**src/rtl/fb_pixel_queue.sv**
```systemverilog
// fb_pixel_queue: framebuffer pixel address stage feeding a FWFT queue.
// Optional clipping of off-screen pixels: define FB_PIXEL_QUEUE_CLIP_EN.
module fb_pixel_queue #(
    parameter logic [31:0] FB_BASE    = 32'h0000_0000,
    parameter int          FB_WIDTH   = 640,
    parameter int          FB_HEIGHT  = 480,
    parameter int          DEPTH_LOG2 = 4
) (
    input  logic                  PLB_clk,
    input  logic                  PLB_rst_n,
    input  logic                  pix_valid,
    output logic                  pix_ready,
    input  logic [9:0]            pix_x,
    input  logic [9:0]            pix_y,
    input  logic [31:0]           pix_color,
    output logic [0:63]           fifo_data,
    output logic                  fifo_empty,
    input  logic                  fifo_rd_en,
`ifdef FB_PIXEL_QUEUE_CLIP_EN
    output logic [15:0]           clip_drops,
`endif
    output logic [DEPTH_LOG2:0]   fifo_count
);

    localparam int DEPTH = 2 ** DEPTH_LOG2;
    localparam logic [DEPTH_LOG2:0] FULL_CNT = (DEPTH_LOG2 + 1)'(DEPTH);

    logic                  stage_valid;
    logic [63:0]           stage_data;
    logic [63:0]           mem [DEPTH];
    logic [DEPTH_LOG2-1:0] wr_ptr;
    logic [DEPTH_LOG2-1:0] rd_ptr;
    logic [DEPTH_LOG2:0]   count;
    logic [63:0]           hold_q;
    logic [31:0]           lin;
    logic [31:0]           addr;
    logic                  full;
    logic                  push;
    logic                  pop;
    logic                  accept;
    logic                  take;

    // Linear pixel index and byte address, modulo 2**32
    always_comb begin
        lin  = 32'(pix_y) * 32'(FB_WIDTH) + 32'(pix_x);
        addr = FB_BASE + (lin << 2);
    end

    // Handshake and queue control, full taken from the registered count
    always_comb begin
        full      = (count == FULL_CNT);
        pix_ready = !stage_valid || !full;
        accept    = pix_valid && pix_ready;
        push      = stage_valid && !full;
        pop       = fifo_rd_en && (count != '0);
    end

`ifdef FB_PIXEL_QUEUE_CLIP_EN
    logic clipped;

    // Off-screen pixels complete the handshake but are discarded
    always_comb begin
        clipped = (32'(pix_x) >= 32'(FB_WIDTH)) ||
                  (32'(pix_y) >= 32'(FB_HEIGHT));
        take    = accept && !clipped;
    end

    // Saturating count of discarded pixels
    always_ff @(posedge PLB_clk or negedge PLB_rst_n) begin
        if (!PLB_rst_n) begin
            clip_drops <= '0;
        end else if (accept && clipped && clip_drops != 16'hFFFF) begin
            clip_drops <= clip_drops + 16'd1;
        end
    end
`else
    // Every accepted pixel is staged
    always_comb take = accept;
`endif

    // Stage register: refills in the same cycle its entry moves on
    always_ff @(posedge PLB_clk or negedge PLB_rst_n) begin
        if (!PLB_rst_n) begin
            stage_valid <= 1'b0;
            stage_data  <= '0;
        end else if (take) begin
            stage_valid <= 1'b1;
            stage_data  <= {addr, pix_color};
        end else if (push) begin
            stage_valid <= 1'b0;
        end
    end

    // Queue storage, contents survive reset
    always_ff @(posedge PLB_clk) begin
        if (push) mem[wr_ptr] <= stage_data;
    end

    // Pointers and occupancy
    always_ff @(posedge PLB_clk or negedge PLB_rst_n) begin
        if (!PLB_rst_n) begin
            wr_ptr <= '0;
            rd_ptr <= '0;
            count  <= '0;
        end else begin
            if (push) wr_ptr <= wr_ptr + 1'b1;
            if (pop)  rd_ptr <= rd_ptr + 1'b1;
            case ({push, pop})
                2'b10:   count <= count + 1'b1;
                2'b01:   count <= count - 1'b1;
                default: count <= count;
            endcase
        end
    end

    // Last popped head, presented while the queue is empty
    always_ff @(posedge PLB_clk or negedge PLB_rst_n) begin
        if (!PLB_rst_n) begin
            hold_q <= '0;
        end else if (pop) begin
            hold_q <= mem[rd_ptr];
        end
    end

    // First-word-fall-through head
    always_comb begin
        fifo_empty = (count == '0);
        fifo_count = count;
        fifo_data  = fifo_empty ? hold_q : mem[rd_ptr];
    end

endmodule
```
**config.mk**
```make
export PLATFORM = sky130hd
export DESIGN_NAME = fb_pixel_queue
export DESIGN_NICKNAME = d
export VERILOG_FILES = /design/src/rtl/fb_pixel_queue.sv
export SDC_FILE = /design/constraint.sdc
export NUM_CORES = 1
export LEC_CHECK = 0
export CORE_AREA = 2 2 215 301
export CTS_CLUSTER_DIAMETER = 200
export DETAILED_ROUTE_END_ITERATION = 16
export DIE_AREA = 0 0 217 303
export PLACE_DENSITY = 0.77
export RECOVER_POWER = 25
export SYNTH_ARGS = -nofsm -noshare
export SYNTH_HDL_FRONTEND = slang
export SYNTH_SLANG_ARGS = --single-unit
```
**constraint.sdc**
```tcl
create_clock -name PLB_clk -period 7.2 [get_ports PLB_clk]
set_input_delay 1.08 -clock PLB_clk [delete_from_list [all_inputs] [get_ports PLB_clk]]
set_output_delay 1.08 -clock PLB_clk [all_outputs]
set_load 0.02 [all_outputs]
```
==> metrics.md, run 1 <==
| Metric | Value |
|---|---|
| Sequential-to-total area share from yosys stat | 0.746 |
| Die Height | about 300 um |
| Core area | roughly 63000 sq um |
| Status | finished clean |
| Worst Tran Pin Value | about 1.2 ns |
| Gr ovfl total | 0 |
| CP bufs+invs | 2 |
| Std cell rows | ~110 |
| Reg2Reg Launch Point | fifo_count[2] |
| Pre-CTS setup slack | approximately 2.7 ns |
| Fmax achieved | ~0.19 GHz |
| Max cap viols | 0 |
| CTS clk-pin slew, worst paths | 0.06 ns |
| Final setup TNS | 0 ns |
| Highest-delay cell along the critical path | dfrtp_4 |
| Slew headroom | 0.215 |
| Worst R2R End | fifo_count[4] |
| Hold Startpoint | hold_q[17] |
| Final period util | 0.729 |
| Synth top area cells | edfxtp_1 67%, mux4_2 16%, dfrtp_1 7.9% |
| Hold/Removal Path Class | flip-flop to flip-flop |
| Post-Route Utilization | 0.685 |
| DR DRC count | 0 |
| Clk buf depth | 3 |
| Post-CTS sizing | 0 |
| I/O pin count | ~130 |
| Detailed Route Iter0 Violations | 2065 |
| Maximum vdd drop | between 0.2 and 0.25 mV |
| Unrepaired setup endpoints after global routing | no |
| Setup-failing EPs final | 0 |
| Crit-path cells | buf_12 -> mux4_2 -> mux4_2 -> mux2_2 -> clkdlybuf4s50_1 |
| Multi-input gate area | 9200 sq um |
| Proportion of layout cells with a drive suffix above 1 | 0.245 |
| Switching Fraction | 0.301 |
| Drt pass-1 iters | 6 |
| Commonest cells after routing, fill and taps aside | 848 x edfxtp_1, 299 x nand2_1, 265 x mux4_2 |
| Logic pwr share | 0.307 |
| Initial antenna violation count | 2 |
| Post-DRT Antenna Nets | 0 |
| Worst endpoint required time | between 6 and 7 ns |
| Static Leak | approximately 15 nW |
| IO buf count | approximately 120 |
| Cell taking the most area after synthesis | edfxtp_1 |
| Hold endpoint | hold_q[17] |
| CTS tree | done |
| Hold Vio Cnt, Final | 0 |
| Seq cells post-synth | approximately 970 |
| PD cells | ~420 nW/um^2 |
| Routed vias/inst | between 6 and 7 |
| Critical setup path kind | flip-flop to output port |
| Filler instances | ~3800 |
| First-pass GRT wire length | roughly 130 mm |
| Worst-Skew Late Latency | around 0.62 ns |
| GP Congestion | approximately 0.77 |
| Critical Path AT | about 4.2 ns |
| Worst Slack Setup Final | 1.95 ns |
| Biggest cell delay along the critical path | about 1.1 ns |
| Wire length per cell | between 30 and 40 um |
| Tmin final | approximately 5.2 ns |
| HPWL after DPL | 42.0 mm |
| GR Util All Layers | 0.276 |
| Final Skew | roughly 0.022 ns |
| YS warnings | 0 |
| EDFF count, synth | between 800 and 900 |
| Num CTS Buffers | 84 |
| Routed wire length | slightly below 90 mm |
| Leading cell type in the layout, fill and taps excluded | edfxtp_1 |
| Die area | 65800 sq um |
| Largest net degree at the start of global routing | 82 |
| Unique cell type count in the Yosys netlist | between 50 and 60 |
| Crit Path Max Fanout | roughly 70 |
| Nets | 2103 |
| R2r setup slk | ~3.2 ns |
| Layout area overhead | 13.2% |
| Worst Reg-to-Reg Cells | 13 |
| Netlist Area Pre-Place | 38100 sq um |
| Initial Util | 0.605 |
| CTS Sinks | roughly 970 |
| Most frequent CP cell | mux4_2 |
| P_int | around 0.013 W |
| Antenna cells | 0 |
| Worst hold stages | 2 |
| Crit path max-delay family | multiplexers |
| Postcts setup bufs | 0 |
| Max Slew Vio Count | 0 |
| Synthesized area per cell | about 20 sq um |
| Power Total | around 0.018 W |
| Sequential power share | 0.430 |
| Worst setup SP type | flip-flop |
| Proportion of synthesized flip-flops having asynchronous set or reset | 0.124 |
| Number of global-route vias before repair | just under 20000 |
| Hold buffer count at CTS | 0 |
| Cell area after layout | between 40000 and 50000 sq um |
| Die X-Extent | about 220 um |
| CTS Root Cell | clkbuf_16 |
| Routed vias | around 19000 |
| Switching Power | around 0.0055 W |
| Critical path endpoint category | output port |
| Post-Place Cell Area | ~40000 sq um |
| Share of the synthesized area in the top cell type | 0.668 |
| Reg area | about 28000 sq um |
| H-tree Lvls | 3 |
| Syn Inst Count | 1880 |
| Top FF cell, synth | edfxtp_1 |
| Clock power frac | 0.263 |
-- power by group through the flow --
stage	clock, W	sequential, W	combinational (W)
finish	0.00479	0.00785	0.00560
global route	0.00504	0.00794	0.00594
CTS	0.00485	0.00785	0.00567
detailed placement	0	0.00794	0.00558
global placement	0	0.00785	0.00551
floorplan	0	0.00752	0.00404
-- routing by layer --
metal,wire [um],global-route usage
met5,13,0
met4,3600,0.122
met3,6880,0.0393
met2,46100,0.473
met1,30900,0.356
-- synth_stat cells, types with 8 or more instances --
library cell / count
xor2_1: 9
mux4_2: 265
buf_4: 12
nand2_1: 300
clkbuf_1: 51
o21ai_0: 17
buf_6: 18
dfrtp_1: 120
ha_1: 28
buf_2: 11
edfxtp_1: 848
inv_1: 12
buf_1: 15
mux2_2: 54
xnor2_1: 14
a21oi_1: 8
nor2_1: 23
-- sequential cells by signal, indices dropped and copies added (netlist names) --
| register | flops |
|---|---|
| wr_ptr | 4 |
| fifo_count | 5 |
| mem | 848 |
| stage_valid | 1 |
| stage_data | 53 |
| rd_ptr | 4 |
| hold_q | 53 |
-- per-stage QoR --
step                      cells  hold WS, ns
after floorplan            1890        0.440
after global placement     2762        0.451
after detailed placement   2762        0.457
after CTS                  2915        0.473
after global routing       2915        0.488
final                      2915        0.470
-- layout make-up --
class                      count  share of cell area
clock inverter                40              0.0129
tap                          832              0.0241
timing repair buffer         147              0.0337
sequential                   968               0.660
multi-input combinational    802               0.213
inverter                      13             0.00116
clock buffer                 113              0.0555
-- worst register-to-register path: stages (launching register included) --
cell      delay (ns)
dfrtp_1         0.43
nor4_1          0.47
nor2b_4         0.90
nand2b_4        0.58
clkinv_2        0.17
ha_1            0.26
inv_1           0.12
fa_1            0.22
inv_1           0.05
a21o_1          0.15
a21oi_1         0.18
xnor2_1         0.13
nor2_1          0.06
xor2_1          0.14
-- how the worst max path moves through the flow --
stage	cells past startpoint	from	slack, ns	end
floorplan	4	fifo_count[0]	1.77	mem[3][0]
global placement	5	fifo_count[3]	2.64	fifo_data[35]
detailed placement	5	fifo_count[2]	2.67	fifo_data[35]
CTS	5	rd_ptr[1]	1.95	fifo_data[38]
global route	5	rd_ptr[0]	1.83	fifo_data[25]
finish	5	rd_ptr[1]	1.95	fifo_data[38]
-- kinds of logic (layout without fill, tap and decap cells) --
group,count (synthesis),count (layout),share of synthesized area
AOI/OAI and AO/OA,56,56,0.00951
xor gates and xnor gates,23,23,0.00528
adders and majority gates,31,31,0.0108
buffers and inverters,120,313,0.0169
DFF,968,968,0.746
muxes,320,320,0.173
other,1,11,0.0000983
and+or+nand+nor,361,361,0.0383
Note: power is estimated with default switching activity, not from simulation.
==> run 2: changes to the inputs <==
==> constraint.sdc (replaced) <==
create_clock -name PLB_clk -period 5.2 [get_ports PLB_clk]
set_input_delay 0.78 -clock PLB_clk [delete_from_list [all_inputs] [get_ports PLB_clk]]
set_output_delay 0.78 -clock PLB_clk [all_outputs]
set_load 0.02 [all_outputs]
==> metrics.md, run 2 (synthesis results as in run 1) <==
| Metric | Value |
|---|---|
| Post-DRT Antenna Nets | 0 (unchanged) |
| Critical Path AT | 3.74 ns (was 4.17 ns) |
| Critical path endpoint category | output port (unchanged) |
| R2r setup slk | 1.91 ns (was 3.22 ns) |
| CTS clk-pin slew, worst paths | 0.07 ns (was 0.06 ns) |
| Reg with most FFs | mem (unchanged) |
| P_int | 0.0177 W (was 0.0127 W) |
| Commonest cells after routing, fill and taps aside | 848 x edfxtp_1, 299 x nand2_1, 265 x mux4_2 (unchanged) |
| Number of cells after detailed placement | 2765 (was 2762) |
| Std cell rows | 109 (unchanged) |
| Core area | 63000 sq um (unchanged) |
| Max reg flops | 848 (unchanged) |
| Grt met1 use | 0.357 (was 0.356) |
| Largest net degree at the start of global routing | 81 (was 82) |
| Tmin final | around 4.5 ns |
| Unrepaired setup endpoints after global routing | no (unchanged) |
| Die Height | 303 um (unchanged) |
| CTS Sinks | 968 (unchanged) |
| IO buf count | 115 (unchanged) |
| Critical setup path kind | flip-flop to output port (unchanged) |
| Num CTS Buffers | 84 (unchanged) |
| Die X-Extent | 217 um (unchanged) |
| Setup-failing EPs final | 0 (unchanged) |
| Worst Slack Setup Final | 0.685 ns (was 1.95 ns) |
| CTS tree | done (unchanged) |
| Final setup TNS | 0 ns (unchanged) |
| Maximum vdd drop | 0.443 mV (was 0.239 mV) |
| Drt pass-1 iters | 5 (was 6) |
| Slew headroom | 0.227 (was 0.215) |
| M2 GR Usage | 0.462 (was 0.473) |
| GR Util All Layers | 0.268 (was 0.276) |
| Postcts setup bufs | 0 (unchanged) |
| H-tree Lvls | 3 (unchanged) |
| Layout Cells excl Fill | 2920 (was 2915) |
| DR DRC count | 0 (unchanged) |
| Static Leak | 14.7 nW (about the same) |
| Status | finished clean (unchanged) |
| Final period util | 0.868 |
| First-pass GRT wire length | 127 mm (was 129 mm) |
| Hold Vio Cnt, Final | 0 (unchanged) |
| Initial Util | 0.605 (unchanged) |
| Routed vias | 18701 (was 18774) |
| Multi-input gate area | 9220 sq um (was 9200 sq um) |
| Clk buf depth | 3 (unchanged) |
| Number of global-route vias before repair | 19798 (was 19889) |
| PD cells | 585 nW/um^2 (was 422 nW/um^2) |
| Worst setup SP type | flip-flop (unchanged) |
| Fmax achieved | 0.221 GHz |
| Leading cell type in the layout, fill and taps excluded | edfxtp_1 (unchanged) |
| I/O pin count | 127 (unchanged) |
| Gr ovfl total | 0 (unchanged) |
| Switching Power | 0.00760 W (was 0.00549 W) |
| Clock power frac | 0.263 (about the same) |
| Routed vias/inst | 6.40 (was 6.44) |
| Max cap viols | 0 (unchanged) |
| Switching Fraction | 0.300 (was 0.301) |
| Wire length per cell | 29.2 um (was 30.0 um) |
| Routed wire length | 85.4 mm (was 87.5 mm) |
| Antenna cells | 0 (unchanged) |
| Logic pwr share | 0.310 (was 0.307) |
| Pre-CTS setup slack | 1.08 ns (was 2.67 ns) |
| Worst endpoint required time | 4.42 ns (was 6.12 ns) |
| Reg area | 28500 sq um (unchanged) |
| Filler instances | 3789 (was 3776) |
| Sequential power share | 0.426 (was 0.430) |
| Die area | 65800 sq um (unchanged) |
| CTS Root Cell | clkbuf_16 (unchanged) |
| Nets | 2106 (was 2103) |
| Crit Path Max Fanout | 69 (was 71) |
| Biggest regs | mem x848, hold_q x53, stage_data x53 (unchanged) |
| Detailed Route Iter0 Violations | 2240 (was 2065) |
| Proportion of layout cells with a drive suffix above 1 | 0.242 (was 0.245) |
| Hold buffer count at CTS | 0 (unchanged) |
| Layout area overhead | 13.6% (was 13.2%) |
| GP Congestion | 0.786 (was 0.773) |
| Grt met3 use | 0.0427 (was 0.0393) |
| Worst-Skew Late Latency | 0.62 ns (about the same) |
| Hold/Removal Path Class | primary input to async pin (was flip-flop to flip-flop) |
| Final Skew | 0.0225 ns (was 0.0223 ns) |
| HPWL after DPL | 41.1 mm (was 42.0 mm) |
| Post-CTS sizing | 0 (unchanged) |
| Worst Tran Pin Value | 1.16 ns (was 1.17 ns) |
| Top Usage Layer GRT | met2 (unchanged) |
| Max Slew Vio Count | 0 (unchanged) |
| Initial antenna violation count | 0 (was 2) |
## run 2: critical path, cell delays in order (launching register included)
cell and delay [ns]:
dfrtp_4 0.84, buf_12 0.46, mux4_2 0.40, mux4_2 0.55
mux2_2 0.29, clkdlybuf4s50_1 0.55
## run 2: routing by layer
layer  share of wire  vias to the layer above  wire length, um
li1                -                     7761                -
met1            0.37                     9827            31400
met2            0.52                      942            44700
met3           0.083                      171             7060
met4           0.027                        0             2300
met5               0                        -                0
## run 2: final timing paths
check | start | depth (start not counted) | endpoint
max | rd_ptr[1] | 5 | fifo_data[39]
min | PLB_rst_n | 1 | hold_q[48]
max reg2reg | fifo_count[3] | 14 | fifo_count[4]
min reg2reg | hold_q[22] | 2 | hold_q[22]
max in group asynchronous | PLB_rst_n | 2 | stage_data[28]
min in group PLB_clk | hold_q[22] | 2 | hold_q[22]
## run 2: through the flow
stage / area, sq um / hold WS [ns] / power [W] / utilization
6_report: 43300 / 0.279 / 0.0253 / 0.687
5_1_grt: 43300 / 0.330 / 0.0263 / 0.687
4_1_cts: 43300 / 0.279 / 0.0255 / 0.687
3_5_place_dp: 40400 / 0.457 / 0.0188 / 0.641
3_3_place_gp: 40400 / 0.451 / 0.0185 / 0.641
2_1_floorplan: 38200 / 0.440 / 0.0160 / -
## run 2: final cells by class
type,count,area share
sequential,968,0.658
clock inverter,49,0.0155
clock buffer,106,0.0524
multi-input combinational,802,0.213
timing repair buffer,150,0.0364
inverter,13,0.00113
tap,832,0.0240
## run 2: power by group through the flow
stage / Combinational, W / Sequential, W / Clock, W
final: 0.00786 / 0.0108 / 0.00667
after global routing: 0.00835 / 0.0109 / 0.00702
after CTS: 0.00799 / 0.0108 / 0.00673
after detailed placement: 0.00788 / 0.0109 / 0
after global placement: 0.00772 / 0.0108 / 0
after floorplan: 0.00560 / 0.0104 / 0
